$ cat src/rtl/qpsk_mod_tx.sv
// QPSK transmit modulator: Gray-maps packed 2-bit symbols to constant-amplitude
// I/Q points and holds each one for SPS samples, preserving packet boundaries.
module qpsk_mod_tx #(
  parameter int SPS          = 16,
  parameter int SYM_PER_WORD = 16
) (
  input  logic        ce_clk,
  input  logic        ce_rst,
  input  logic        clear,
  input  logic [15:0] amp,
  input  logic [31:0] i_tdata,
  input  logic        i_tlast,
  input  logic        i_tvalid,
  output logic        i_tready,
  output logic [31:0] o_tdata,
  output logic        o_tlast,
  output logic        o_tvalid,
  input  logic        o_tready,
  output logic        busy
);

  localparam logic [7:0] LAST_SAMP = 8'(SPS - 1);
  localparam logic [3:0] LAST_SYM  = 4'(SYM_PER_WORD - 1);

  typedef enum logic {IDLE, RUN} state_t;

  state_t      state_q, state_d;
  logic [31:0] word_q, word_d;
  logic [15:0] amp_q, amp_d;
  logic        last_q, last_d;
  logic [3:0]  sym_q, sym_d;
  logic [7:0]  samp_q, samp_d;
  logic [31:0] data_q, data_d;
  logic        tlast_q, tlast_d;

  logic        finalSamp;
  logic        load;
  logic [4:0]  hiBit;
  logic [1:0]  symBits;
  logic [15:0] negAmp;

  assign finalSamp = (sym_q == LAST_SYM) && (samp_q == LAST_SAMP);
  assign i_tready  = (state_q == IDLE) || (finalSamp && o_tready);
  assign o_tvalid  = (state_q == RUN);
  assign busy      = (state_q == RUN);
  assign o_tdata   = data_q;
  assign o_tlast   = tlast_q;

  always_comb begin
    state_d = state_q;
    word_d  = word_q;
    amp_d   = amp_q;
    last_d  = last_q;
    sym_d   = sym_q;
    samp_d  = samp_q;
    load    = 1'b0;
    case (state_q)
      IDLE: begin
        if (i_tvalid) load = 1'b1;
      end
      RUN: begin
        if (o_tready) begin
          if (finalSamp) begin
            if (i_tvalid) load = 1'b1;
            else          state_d = IDLE;
          end else if (samp_q == LAST_SAMP) begin
            samp_d = 8'd0;
            sym_d  = sym_q + 4'd1;
          end else begin
            samp_d = samp_q + 8'd1;
          end
        end
      end
      default: state_d = IDLE;
    endcase
    // A word load restarts the symbol walk and captures amplitude for the whole word
    if (load) begin
      state_d = RUN;
      word_d  = i_tdata;
      amp_d   = amp & 16'h7FFF;
      last_d  = i_tlast;
      sym_d   = 4'd0;
      samp_d  = 8'd0;
    end
    hiBit   = 5'd31 - {sym_d, 1'b0};
    symBits = {word_d[hiBit], word_d[hiBit - 5'd1]};
    negAmp  = ~amp_d + 16'd1;
    data_d  = '0;
    tlast_d = 1'b0;
    if (state_d == RUN) begin
      data_d  = {symBits[1] ? negAmp : amp_d, symBits[0] ? negAmp : amp_d};
      tlast_d = last_d && (sym_d == LAST_SYM) && (samp_d == LAST_SAMP);
    end
  end

  always_ff @(posedge ce_clk) begin
    if (ce_rst || clear) begin
      state_q <= IDLE;
      word_q  <= '0;
      amp_q   <= '0;
      last_q  <= 1'b0;
      sym_q   <= '0;
      samp_q  <= '0;
      data_q  <= '0;
      tlast_q <= 1'b0;
    end else begin
      state_q <= state_d;
      word_q  <= word_d;
      amp_q   <= amp_d;
      last_q  <= last_d;
      sym_q   <= sym_d;
      samp_q  <= samp_d;
      data_q  <= data_d;
      tlast_q <= tlast_d;
    end
  end

endmodule

$ cat config.mk
export PLATFORM = sky130hd
export DESIGN_NAME = qpsk_mod_tx
export DESIGN_NICKNAME = d
export VERILOG_FILES = /design/src/rtl/qpsk_mod_tx.sv
export SDC_FILE = /design/constraint.sdc
export NUM_CORES = 1
export LEC_CHECK = 0
export CORE_UTILIZATION = 56
export DETAILED_ROUTE_END_ITERATION = 6
export PLACE_DENSITY = 0.85
export SYNTH_ARGS = -nofsm -noshare
export SYNTH_HDL_FRONTEND = slang
export SYNTH_SLANG_ARGS = --single-unit
$ cat constraint.sdc
create_clock -name ce_clk -period 6.8 [get_ports ce_clk]
set_input_delay 1.02 -clock ce_clk [delete_from_list [all_inputs] [get_ports ce_clk]]
set_output_delay 1.02 -clock ce_clk [all_outputs]
set_load 0.02 [all_outputs]
==> impl_metrics.env, run 1 <==
export IMPL_ir_drop_v=0.0001014
export IMPL_synth_most_common_cell="nand2_1"
export IMPL_die_h_microns=92.97
export IMPL_avgRoutedWirePerCell_microns=14.80
export IMPL_grt_max_degree=58
export IMPL_worst_ep_required_time_ns=7.05
export IMPL_utilization_pct=72.67
export IMPL_hold_viol=0
export IMPL_async_flop_share_pct=0
export IMPL_rows=32
export IMPL_synth_top_area_share_pct=40.60
export IMPL_reg2reg_depth=8
export IMPL_skew_ns=0.01342
export IMPL_reg2reg_slack_ns=3.15
export IMPL_holdPathStages=2
export IMPL_path_cells="clkdlybuf4s50_1 > nor2b_1 > a41o_2 > or4b_2 > a21oi_1 > o21a_1 > o21ai_0 > a21boi_0 > mux2i_1"
export IMPL_die_area_sq_um=8643
export IMPL_crit_fanout=57
export IMPL_regToRegStartpoint="samp_q[5]"
export IMPL_insertion_delay_ns=0.37
export IMPL_setup_viol=0
export IMPL_initial_core_util_pct=59.06
export IMPL_ys_top_cells_by_count="nand2_1 (113), dfxtp_1 (94), a21oi_1 (59)"
export IMPL_maxCapViolCount=0
export IMPL_min_path_type="register to register"
export IMPL_finalCritPeriodShare_pct=59.93
export IMPL_power_leakage_nw=2.044
export IMPL_tritoncts="built"
export IMPL_period_needed_ns=4.075
export IMPL_cts_buffers=9
export IMPL_slew_headroom_pct=24.82
export IMPL_die_x_microns=92.97
export IMPL_endpoint_kind="register"
export IMPL_cts_sinks=94
export IMPL_grt_pass1_vias=3984
export IMPL_overflow=0
export IMPL_hold_buffers=0
export IMPL_ant_nets=0
export IMPL_syn2layout_area_growth_pct=23.06
export IMPL_syn_area_sq_um=4634
export IMPL_finalMaxSlewViolations=0
export IMPL_seq_area_sq_um=1882
export IMPL_cp_slowest_cell="or4b_2"
export IMPL_worst_pin_slew_ns=1.127
export IMPL_drc=0
export IMPL_drive_above_1_share_pct=7.571
export IMPL_grt_pass1_wl_mm=18.13
export IMPL_grt_util_all_layers_pct=26.53
export IMPL_outcome="finished, final reports clean"
export IMPL_clk_path_buf_depth=2
export IMPL_hpwl_mm=7.784
export IMPL_critPathKind="input port to register"
export IMPL_syn_avg_cell_area_sq_um=8.276
export IMPL_htreeDepth=3
export IMPL_ys_ff_latch=94
export IMPL_ys_top_cells_by_area="dfxtp_1 (41%), mux2i_1 (11%), nand2_1 (9.2%)"
export IMPL_core_area_sq_um=7848
export IMPL_synth_edf_count=0
export IMPL_boundaryPins=90
export IMPL_routed_wl_mm=10.90
export IMPL_post_cts_resized=0
export IMPL_multi_input_area_sq_um=2562
export IMPL_gp_congestion=0.8494
export IMPL_crit_arrival_ns=4.33
export IMPL_nNetsFinal=686
export IMPL_yosysUniqueCellTypes=56
export IMPL_cts_setup_buffers=0
export IMPL_worstHoldStart="word_q[21]"
export IMPL_rsz0062_at_grt="false"
export IMPL_first_iter_violations=304
export IMPL_synth_net_count=617
export IMPL_drt_pass1_iter_count=6
export IMPL_start_kind="input port"
export IMPL_slowest_delay_ns=0.74
export IMPL_timing_rr_end="o_tdata[15]"
export IMPL_path_clk_slew_ns=0.08
export IMPL_synth_top_area_cell="dfxtp_1"
export IMPL_power_density_nw_per_um2=194.8
export IMPL_vias=4212
export IMPL_avgViaCountPerCell=5.723
export IMPL_antenna_found_initial=0
export IMPL_io_buffers=88
export IMPL_diodes=0
export IMPL_synthesis_instances=560
export IMPL_root_buffer="clkbuf_8"
export IMPL_finalPower_mw=1.111
export IMPL_yosys_warnings=0
export IMPL_setup_tns_ns=0
export IMPL_whs_endpoint="word_q[21]"
export IMPL_ys_flop_type="dfxtp_1"
export IMPL_fmax_mhz=245.4
export IMPL_fillCellCount=609
export IMPL_synth_seq_area_share_pct=40.60
==> sequential cells by signal, summed over array words and instances (netlist names) <==
register  count
word_q       32
o_tlast       1
sym_q         4
amp_q        16
samp_q        8
last_q        1
busy          1
o_tdata      31
==> layout by cell type, fill, tap and decap left out, types with 3 or more instances in the layout <==
cell type	n
buf_4	6
nor2b_1	4
o21a_1	4
a21oi_1	59
xnor2_1	5
a311oi_1	4
a21oi_2	14
ha_1	3
a211oi_1	6
nand2b_1	12
and2_1	3
nor2_1	49
clkdlybuf4s50_1	88
nor3_1	23
inv_1	6
clkbuf_8	10
nand2_1	113
nor4_1	4
and3_1	5
o32ai_1	5
a21boi_0	4
o211ai_1	3
mux2i_1	51
o21ai_0	4
dfxtp_1	94
nand3_1	12
==> cell families after synthesis <==
kind of cell,after synthesis,synth area share (%)
buffers and inverters,42,4.590
xor gates and xnor gates,7,1.323
and+or+nand+nor,239,23.19
DFF,94,40.60
AOI/OAI and AO/OA,123,18.22
muxes,52,11.26
adders and majority gates,3,0.8100
==> metrics by stage <==
step	setup WS [ns]	instances	hold WS [ns]	area [sq um]
after global routing	2.528	736	0.4748	5703
final	2.725	736	0.4590	5703
after detailed placement	2.401	720	0.4471	5520
after CTS	2.781	736	0.4591	5703
after floorplan	2.672	560	0.4321	4634
after global placement	2.464	720	0.4410	5520
==> worst max-delay path: cells and delay by family <==
kind | cells | cell delay, ns
and+or+nand+nor | 2 | 0.99
buffers and inverters | 1 | 0.58
AOI/OAI and AO/OA | 5 | 1.55
muxes | 1 | 0.17
==> power by group <==
part	internal [mW]	switching (mW)	total [mW]
registers	0.567	0.00862	0.575
clock network	0.146	0.201	0.347
logic	0.0881	0.0999	0.188
total	0.801	0.310	1.11
==> worst max path at each step <==
stage               startpoint          end  slack [ns]  cells after the start
floorplan             i_tvalid  o_tdata[30]        2.67                     12
global placement      i_tvalid  o_tdata[15]        2.46                      9
detailed placement    i_tvalid  o_tdata[15]        2.40                      9
CTS                   i_tvalid  o_tdata[15]        2.78                      9
global route          i_tvalid  o_tdata[31]        2.53                     10
finish                i_tvalid  o_tdata[15]        2.73                      9
==> routing by layer <==
metal / up-vias / GRT usage [%] / part of all wire (%)
li1: 2094 / - / -
met1: 1938 / 33.49 / 43
met2: 160 / 44.18 / 48
met3: 20 / 4.553 / 6.1
met4: 0 / 12.18 / 2.0
met5: - / 0 / 0
==> layout make-up <==
| type | instances | area share, % |
|---|---|---|
| Clock buffer | 11 | 2.479 |
| Sequential cell | 94 | 33.00 |
| Inverter | 6 | 0.3949 |
| Timing Repair Buffer | 94 | 16.24 |
| Tap cell | 102 | 2.238 |
| Multi-Input combinational cell | 424 | 44.93 |
| Clock inverter | 5 | 0.7240 |
No activity file was read; power rests on OpenSTA's default activity.
==> run 2: changes to the inputs <==
- CORE_UTILIZATION: 56 -> 47
- PLACE_DENSITY: 0.85 -> 0.76
- clock period: 6.8 -> 3.3 ns (I/O delays scaled with it)
==> impl_metrics.env, run 2 (same netlist as run 1, synthesis figures left out) <==
export IMPL_fmax_mhz=307.1
export IMPL_finalPower_mw=2.474
export IMPL_io_buffers=88
export IMPL_intPower_mw=1.809
export IMPL_min_path_type="register to register"
export IMPL_hold_viol=0
export IMPL_pwr_share_clk_pct=34.8
export IMPL_worst_pin_slew_ns=0.5994
export IMPL_regToRegStartpoint="samp_q[4]"
export IMPL_hold_buffers=0
export IMPL_period_needed_ns=3.256
export IMPL_finalCritPeriodShare_pct=98.66
export IMPL_tritoncts="built"
export IMPL_holdWs_ns=0.4554
export IMPL_diodes=0
export IMPL_cts_sinks=94
export IMPL_boundaryPins=90
export IMPL_power_leakage_nw=2.298
export IMPL_regMostFlops="word_q"
export IMPL_switching_power_uw=664.8
export IMPL_routed_wl_mm=12.02
export IMPL_seq_area_sq_um=1882
export IMPL_nNetsFinal=731
export IMPL_grt_max_degree=52
export IMPL_fin_cells=808
export IMPL_finalMaxSlewViolations=0
export IMPL_avgViaCountPerCell=5.580
export IMPL_drt_pass1_iter_count=4
export IMPL_clk_path_buf_depth=2
export IMPL_ant_nets=0
export IMPL_ir_drop_v=0.0002059
export IMPL_dpl_cell_count=789
export IMPL_hpwl_mm=8.692
export IMPL_power_share_switching_pct=26.87
export IMPL_crit_fanout=8
export IMPL_avgRoutedWirePerCell_microns=14.87
export IMPL_antenna_found_initial=0
export IMPL_syn2layout_area_growth_pct=33.50
export IMPL_grt_pass1_wl_mm=19.18
export IMPL_final_common_cell="nand2_1"
export IMPL_die_x_microns=101.3
export IMPL_skew_ns=0.01278
export IMPL_drc=0
export IMPL_rows=35
export IMPL_rsz0062_at_grt="true"
export IMPL_maxCapViolCount=0
export IMPL_die_area_sq_um=10260
export IMPL_largest_reg_flops=32
export IMPL_worst_ep_required_time_ns=3.60
export IMPL_sequentialPowerShare_pct=47.9
export IMPL_crit_arrival_ns=3.55
export IMPL_cts_buffers=9
export IMPL_path_clk_slew_ns=0.10
export IMPL_fillCellCount=785
export IMPL_htreeDepth=3
export IMPL_critPathKind="register to register"
export IMPL_initial_core_util_pct=49.22
export IMPL_slew_headroom_pct=59.67
export IMPL_grt_util_all_layers_pct=23.60
export IMPL_root_buffer="clkbuf_8"
export IMPL_insertion_delay_ns=0.37
export IMPL_first_iter_violations=201
export IMPL_die_h_microns=101.3
export IMPL_core_area_sq_um=9415
export IMPL_multi_input_area_sq_um=2596
export IMPL_comb_power_share_pct=17.2
export IMPL_crit_path_start="samp_q[4]"
export IMPL_outcome="finished, final reports clean"
export IMPL_worstHoldStart="word_q[14]"
export IMPL_gp_congestion=0.8726
export IMPL_overflow=0
export IMPL_start_kind="register"
export IMPL_drive_above_1_share_pct=14.29
export IMPL_endpoint_kind="register"
export IMPL_final_cell_mix="nand2_1 (113), dfxtp_1 (94), clkdlybuf4s50_1 (88)"
export IMPL_grt_pass1_vias=4192
export IMPL_vias=4509
export IMPL_setup_tns_ns=0
export IMPL_power_density_nw_per_um2=399.9
export IMPL_setup_viol=0
-- run 2: cell count changes in the layout (fill, tap and decap cells not counted), sizes merged --
cell | previous run | this run
buf | 6 | 51
bufinv | 0 | 2
clkbuf | 11 | 10
clkinv | 1 | 0
-- run 2: what timing repair did --
action | in CTS | in global routing
setup buffers | 0 | 3
hold endpoints to repair | 0 | 0
gates resized for setup | 0 | 6
setup endpoints to repair | 0 | 27
-- run 2: path summary, 6_finish.rpt --
| check | to | slack [ns] | depth (start not counted) |
|---|---|---|---|
| max | o_tdata[11] | 0.04 | 10 |
| min | word_q[14] | 0.46 | 2 |
| max reg2reg | o_tdata[11] | 0.04 | 10 |
| min reg2reg | word_q[14] | 0.46 | 2 |
-- run 2: area by class of cell --
class	instances	area share, %
sequential	94	30.41
clock inverter	6	1.496
tap	129	2.609
clock buffer	10	2.063
timing repair buffer	139	21.09
inverter	6	0.3640
multi-input combinational	424	41.96
-- run 2: stage by stage --
step                      area (sq um)  setup slack (ns)  util (%)
after global placement            5901          -0.02522     62.67
after floorplan                   4662          0.002410         -
final                             6187           0.04421     65.71
after detailed placement          5901           -0.1255     62.67
after CTS                         6121           0.02233     65.01
after global routing              6187          -0.07738     65.71
-- run 2: worst max-delay path, cell delays in order (launching register included) --
cell      delay (ns)
dfxtp_1         0.38
or4_4           0.57
o41a_1          0.49
a211oi_1        0.31
buf_4           0.19
a21oi_1         0.04
o32ai_1         0.37
a22oi_2         0.19
buf_4           0.24
a21oi_2         0.17
mux2i_1         0.23
-- run 2: power by group through the flow --
stage / logic (mW) / clock network [mW] / registers, mW
3_5_place_dp: 0.417 / 0 / 1.21
4_1_cts: 0.420 / 0.868 / 1.19
5_1_grt: 0.460 / 0.911 / 1.19
6_report: 0.426 / 0.862 / 1.19
3_3_place_gp: 0.409 / 0 / 1.21
2_1_floorplan: 0.221 / 0 / 1.23
-- run 2: metal layers --
metal | global-route usage, % | share of wire [%]
met2 | 40.71 | 48
met5 | 0 | 0
met1 | 29.71 | 44
met4 | 9.142 | 2.1
met3 | 3.520 | 5.8
